File: config.mk
export PLATFORM = sky130hd
export DESIGN_NAME = multibyte_add_seq
export DESIGN_NICKNAME = d
export VERILOG_FILES = /design/src/rtl/multibyte_add_seq_pkg.sv /design/src/rtl/multibyte_add_seq_byte_add.sv /design/src/rtl/multibyte_add_seq.sv
export SDC_FILE = /design/constraint.sdc
export NUM_CORES = 1
export LEC_CHECK = 0
export ABC_AREA = 0
export BUFFER_PORTS_ARGS = -buffer_cell sky130_fd_sc_hd__buf_4
export CORE_MARGIN = 8
export CORE_UTILIZATION = 49
export CTS_CLUSTER_SIZE = 25
export DETAILED_ROUTE_END_ITERATION = 10
export PLACE_DENSITY = 0.81
export SYNTH_ARGS = -nofsm -noshare
export SYNTH_HDL_FRONTEND = slang
export SYNTH_SLANG_ARGS = --single-unit
File: constraint.sdc
create_clock -name clk -period 4.5 [get_ports clk]
set_clock_uncertainty 0.2 [all_clocks]
set_input_delay 0.9 -clock clk [delete_from_list [all_inputs] [get_ports clk]]
set_output_delay 0.9 -clock clk [all_outputs]
set_load 0.01 [all_outputs]
File: src/rtl/multibyte_add_seq_pkg.sv
`default_nettype none
// ============================================================================
// Module   : multibyte_add_seq_pkg
// Brief    : Shared FSM state encoding and byte-width constant for the
//            byte-serial multi-byte adder.
// Revision : 1.0 - initial release
// ============================================================================
package multibyte_add_seq_pkg;

    localparam int c_byte_w = 8;

    typedef enum logic [1:0] {
        ST_IDLE = 2'd0,
        ST_RUN  = 2'd1,
        ST_DONE = 2'd2
    } state_t;

endpackage : multibyte_add_seq_pkg
`default_nettype wire

File: src/rtl/multibyte_add_seq_byte_add.sv
`default_nettype none
// ============================================================================
// Module   : byte_add
// Brief    : Combinational 8-bit ripple-carry adder with carry in/out.
// Revision : 1.0 - initial release
// ============================================================================
module byte_add
    import multibyte_add_seq_pkg::*;
(
    input  logic [c_byte_w-1:0] a,
    input  logic [c_byte_w-1:0] b,
    input  logic                cin,
    output logic [c_byte_w-1:0] sum,
    output logic                cout
);

    logic [c_byte_w:0] w_carry;

    assign w_carry[0] = cin;

    for (genvar i = 0; i < c_byte_w; i++) begin : g_bit
        assign sum[i]       = a[i] ^ b[i] ^ w_carry[i];
        assign w_carry[i+1] = (a[i] & b[i]) | (w_carry[i] & (a[i] ^ b[i]));
    end

    assign cout = w_carry[c_byte_w];

endmodule : byte_add
`default_nettype wire

File: src/rtl/multibyte_add_seq.sv
`default_nettype none
// ============================================================================
// Module   : multibyte_add_seq
// Brief    : Byte-serial unsigned adder; one shared 8-bit adder processes one
//            operand byte per cycle, result held under consumer backpressure.
// Revision : 1.0 - initial release
// ============================================================================
module multibyte_add_seq
    import multibyte_add_seq_pkg::*;
#(
    parameter int NBYTES = 4
) (
    input  logic                         clk,
    input  logic                         rst,
    input  logic                         in_valid,
    output logic                         in_ready,
    input  logic [c_byte_w*NBYTES-1:0]   a,
    input  logic [c_byte_w*NBYTES-1:0]   b,
    input  logic                         cin,
    output logic                         out_valid,
    input  logic                         out_ready,
    output logic [c_byte_w*NBYTES-1:0]   sum,
    output logic                         cout,
    output logic                         parity,
    output logic                         busy
);

    localparam int                 c_idx_w    = (NBYTES > 1) ? $clog2(NBYTES) : 1;
    localparam int                 c_w        = c_byte_w * NBYTES;
    localparam logic [c_idx_w-1:0] c_last_idx = c_idx_w'(NBYTES - 1);

    state_t               r_state;
    state_t               w_state_next;
    logic [c_w-1:0]       r_a;
    logic [c_w-1:0]       r_b;
    logic [c_w-1:0]       r_sum;
    logic [c_idx_w-1:0]   r_idx;
    logic                 r_carry;
    logic                 r_cout;
    logic [c_byte_w-1:0]  w_byte_sum;
    logic                 w_byte_cout;
    logic                 w_accept;
    logic                 w_last;

    assign w_accept = (r_state == ST_IDLE) && in_valid;
    assign w_last   = (r_idx == c_last_idx);

    byte_add u_byte_add (
        .a    (r_a[r_idx*c_byte_w +: c_byte_w]),
        .b    (r_b[r_idx*c_byte_w +: c_byte_w]),
        .cin  (r_carry),
        .sum  (w_byte_sum),
        .cout (w_byte_cout)
    );

    always_ff @(posedge clk) begin
        if (rst) begin
            r_state <= ST_IDLE;
        end else begin
            r_state <= w_state_next;
        end
    end

    always_comb begin
        w_state_next = r_state;
        in_ready     = 1'b0;
        out_valid    = 1'b0;
        busy         = 1'b0;
        case (r_state)
            ST_IDLE: begin
                in_ready = 1'b1;
                if (in_valid) w_state_next = ST_RUN;
            end
            ST_RUN: begin
                busy = 1'b1;
                if (w_last) w_state_next = ST_DONE;
            end
            ST_DONE: begin
                busy      = 1'b1;
                out_valid = 1'b1;
                if (out_ready) w_state_next = ST_IDLE;
            end
            default: w_state_next = ST_IDLE;
        endcase
    end

    // Index parks on the last byte after RUN; it is cleared on the next accept.
    always_ff @(posedge clk) begin
        if (rst) begin
            r_a     <= '0;
            r_b     <= '0;
            r_sum   <= '0;
            r_idx   <= '0;
            r_carry <= 1'b0;
            r_cout  <= 1'b0;
        end else if (w_accept) begin
            r_a     <= a;
            r_b     <= b;
            r_carry <= cin;
            r_idx   <= '0;
            r_sum   <= '0;
        end else if (r_state == ST_RUN) begin
            r_sum[r_idx*c_byte_w +: c_byte_w] <= w_byte_sum;
            r_carry                           <= w_byte_cout;
            if (w_last) begin
                r_cout <= w_byte_cout;
            end else begin
                r_idx <= r_idx + 1'b1;
            end
        end
    end

    assign sum    = r_sum;
    assign cout   = r_cout;
    assign parity = ^r_sum;

endmodule : multibyte_add_seq
`default_nettype wire

==> out/metrics.csv <==
metric,value,unit
crit path cell chain,mux4_2 -> inv_1 -> fa_1 -> fa_2 -> fa_2 -> fa_2 -> fa_2 -> fa_1 -> inv_1 -> fa_1 -> fa_2 -> a22oi_2 -> nor2_1,
WL final,11400,um
post-synthesis compound-gate area fraction,11.9,%
Post-Synth Simple-Gate Area,18.0,%
die area,12800,um^2
Ys Warns,0,
FF-to-FF setup slack,0.14,ns
Worst Setup End Kind,flip-flop,
drc violations,0,
total grt overflow,0,
cells on worst reg2reg path,13,
RD Place Congestion,0.849,
Final Hold Viols,0,
maximum root-to-sink buffer count,2,
final setup vio count,0,
top cell type's share of synthesized area,44.1,%
post-synthesis sequential area ratio,44.1,%
Synth area leaders,"dfxtp_1, nand2_1, a21oi_1",
Tot Pwr,2.63,mW
number of global-route vias before repair,3930,
unrepaired setup endpoints after global routing,no,
num rows,35,
"delay-heaviest family, CP",adder cells,
CP Buf/Inv Count,2,
Die H,113,um
most frequent cells in the layout,"nand2_1, buf_4, dfxtp_1, a21oi_1, nor2_1",
largest net degree at the start of global routing,70,
Worst VDD drop,0.205,mV
DR vias/cell,5.29,
pre-CTS setup slack,0.0155,ns
Mapped Area,4630,um^2
number of synthesized register bits,102,
"Distinct cells, synth",31,
leakage power,2.26,nW
Worst R2R End,sum[31],
post-route ant nets,0,
status,completed,
Critical Path RT,4.56,ns
"slowest stage delay, CP",0.48,ns
CTS buffer count,9,
post-DP HPWL,8420,um
Die Width,113,um
syn_nets,614,
Critical Setup Path Class,flip-flop to flip-flop,
hold-critical path depth,2,
syn_area_per_cell,8.76,um^2
period utilization,97.0,%
mux cell area share after synthesis,8.66,%
later-pin clock latency in the skew report,0.37,ns
IO Count,106,
Peak Freq,229,MHz
Synth Instances,528,
layout cell share with drive strength beyond 1,26.6,%
worst setup margin,0.137,ns
Placement Cell Area,5430,um^2
port bufs,105,
most used cell along the critical path,fa_2,
Clock Tree Root,clkbuf_8,
Final TNS setup,0,ns
hold crit path type,flip-flop to flip-flop,
total track usage,17.6,%
Final nets,702,
CTS tree,built,
largest family of logic cells by synthesized area,simple AND/OR/NAND/NOR gates,
drt first pass iters,5,
crit path max-delay cell type,fa_2,
dominant cell type by area after synthesis,dfxtp_1,
Final Max Slew Viols,0,
relative slew slack,32.3,%
initial DRC count,265,
clock transition at the registers of the reported paths,0.10,ns
initial core utilization,50.3,%
synthesized-area fraction occupied by adder cells,5.90,%
mean routed wirelength per cell,15.5,um
CTS Sinks,102,
# H-tree levels,3,
RR Startpoint,r_idx[0],
design area,5650,um^2
Hold Crit Start,r_b[31],
first-pass GRT wire length,18500,um
"commonest non-fill, non-tap cell in the layout",nand2_1,
worst hold endpoint,r_b[31],
CP max FO,4,
Post-Synth XOR/XNOR Area,6.06,%
number of antenna diodes,0,
Slew @ Worst Pin,1.02,ns
PwrDens,464,nW/um^2
DR vias,3871,
Tmin final,4.36,ns
core area,9200,um^2
initial antenna violation count,0,
Crit path arrival time,4.42,ns
area growth from synthesis to layout,22.2,%
type of origin of the critical path,flip-flop,
Max-Cap Viols,0,
logic make-up (layout without fill, tap and decap cells):
| family | after synthesis | after routing |
|---|---|---|
| xor gates and xnor gates | 32 | 32 |
| buffers and inverters | 54 | 147 |
| DFF | 102 | 102 |
| AOI/OAI and AO/OA | 99 | 99 |
| adders and majority gates | 17 | 17 |
| muxes | 20 | 20 |
| and+or+nand+nor | 204 | 204 |
timing repair:
item	in CTS	in global routing
gates resized for setup	2	6
pin swaps	0	1
hold buffers	0	0
setup endpoints to repair	1	4
setup buffers	0	0
cells in the mapped netlist:
cell,n
inv_2,1
nand2_4,2
and2_1,2
nor4_1,1
nor2_1,51
dfxtp_1,102
buf_1,2
or4_4,1
mux2i_1,4
a22oi_1,8
nor2_2,6
a2bb2oi_1,6
a221oi_2,1
xnor2_1,29
a21oi_1,83
ha_1,9
mux4_2,16
or3_1,2
clkbuf_1,15
buf_2,13
nand2_1,131
nor2b_1,1
fa_1,8
a211oi_1,1
xor2_1,3
nand2b_1,2
nand3_1,1
nand2_2,1
buf_6,4
nor3_1,3
inv_1,19
how the worst max path moves through the flow:
stage / startpoint / to / slack [ns] / cells after the start
after floorplan: r_idx[1] / sum[7] / 0.02 / 15
after global placement: r_idx[0] / sum[23] / 0.11 / 13
after detailed placement: r_idx[0] / sum[15] / 0.02 / 13
after CTS: r_idx[0] / sum[31] / 0.003 / 13
after global routing: r_idx[0] / sum[7] / 0.002 / 13
final: r_idx[0] / sum[31] / 0.14 / 13
where the power goes:
part           internal (mW)  switching [mW]
registers               1.02          0.0687
logic                  0.402           0.554
clock network          0.244           0.334
total                   1.67           0.957
flip-flops by register name, summed over array words and instances (netlist names):
register and count:
r_b 32, cout 1, r_idx 2, r_state 2, r_a 32, sum 32, r_carry 1
metal layers:
metal | GRT usage [%] | part of all wire [%]
met5 | 0 | 0
met4 | 5.77 | 1.5
met3 | 4.63 | 6.7
met2 | 29.2 | 48
met1 | 21.8 | 44
worst min-delay path: stages (launching register included):
cell and delay, ns:
dfxtp_1 0.32, nand2_1 0.05, a21oi_1 0.05
layout make-up:
| type | instances | area (um^2) |
|---|---|---|
| clock inverter | 5 | 46.3 |
| inverter | 20 | 75.1 |
| tap | 111 | 139 |
| fill | 778 | 3540 |
| clock buffer | 11 | 151 |
| sequential | 102 | 2040 |
| multi-input combinational | 372 | 2360 |
| timing repair buffer | 111 | 837 |
metrics by stage:
step                      utilization (%)  instances  hold slack, ns
after floorplan                         -        528           0.233
after global placement               59.0        716           0.239
after detailed placement             59.0        716           0.245
after CTS                            61.3        732           0.260
after global routing                 61.5        732           0.280
final                                61.5        732           0.256
Note: power is estimated with default switching activity, not from simulation.
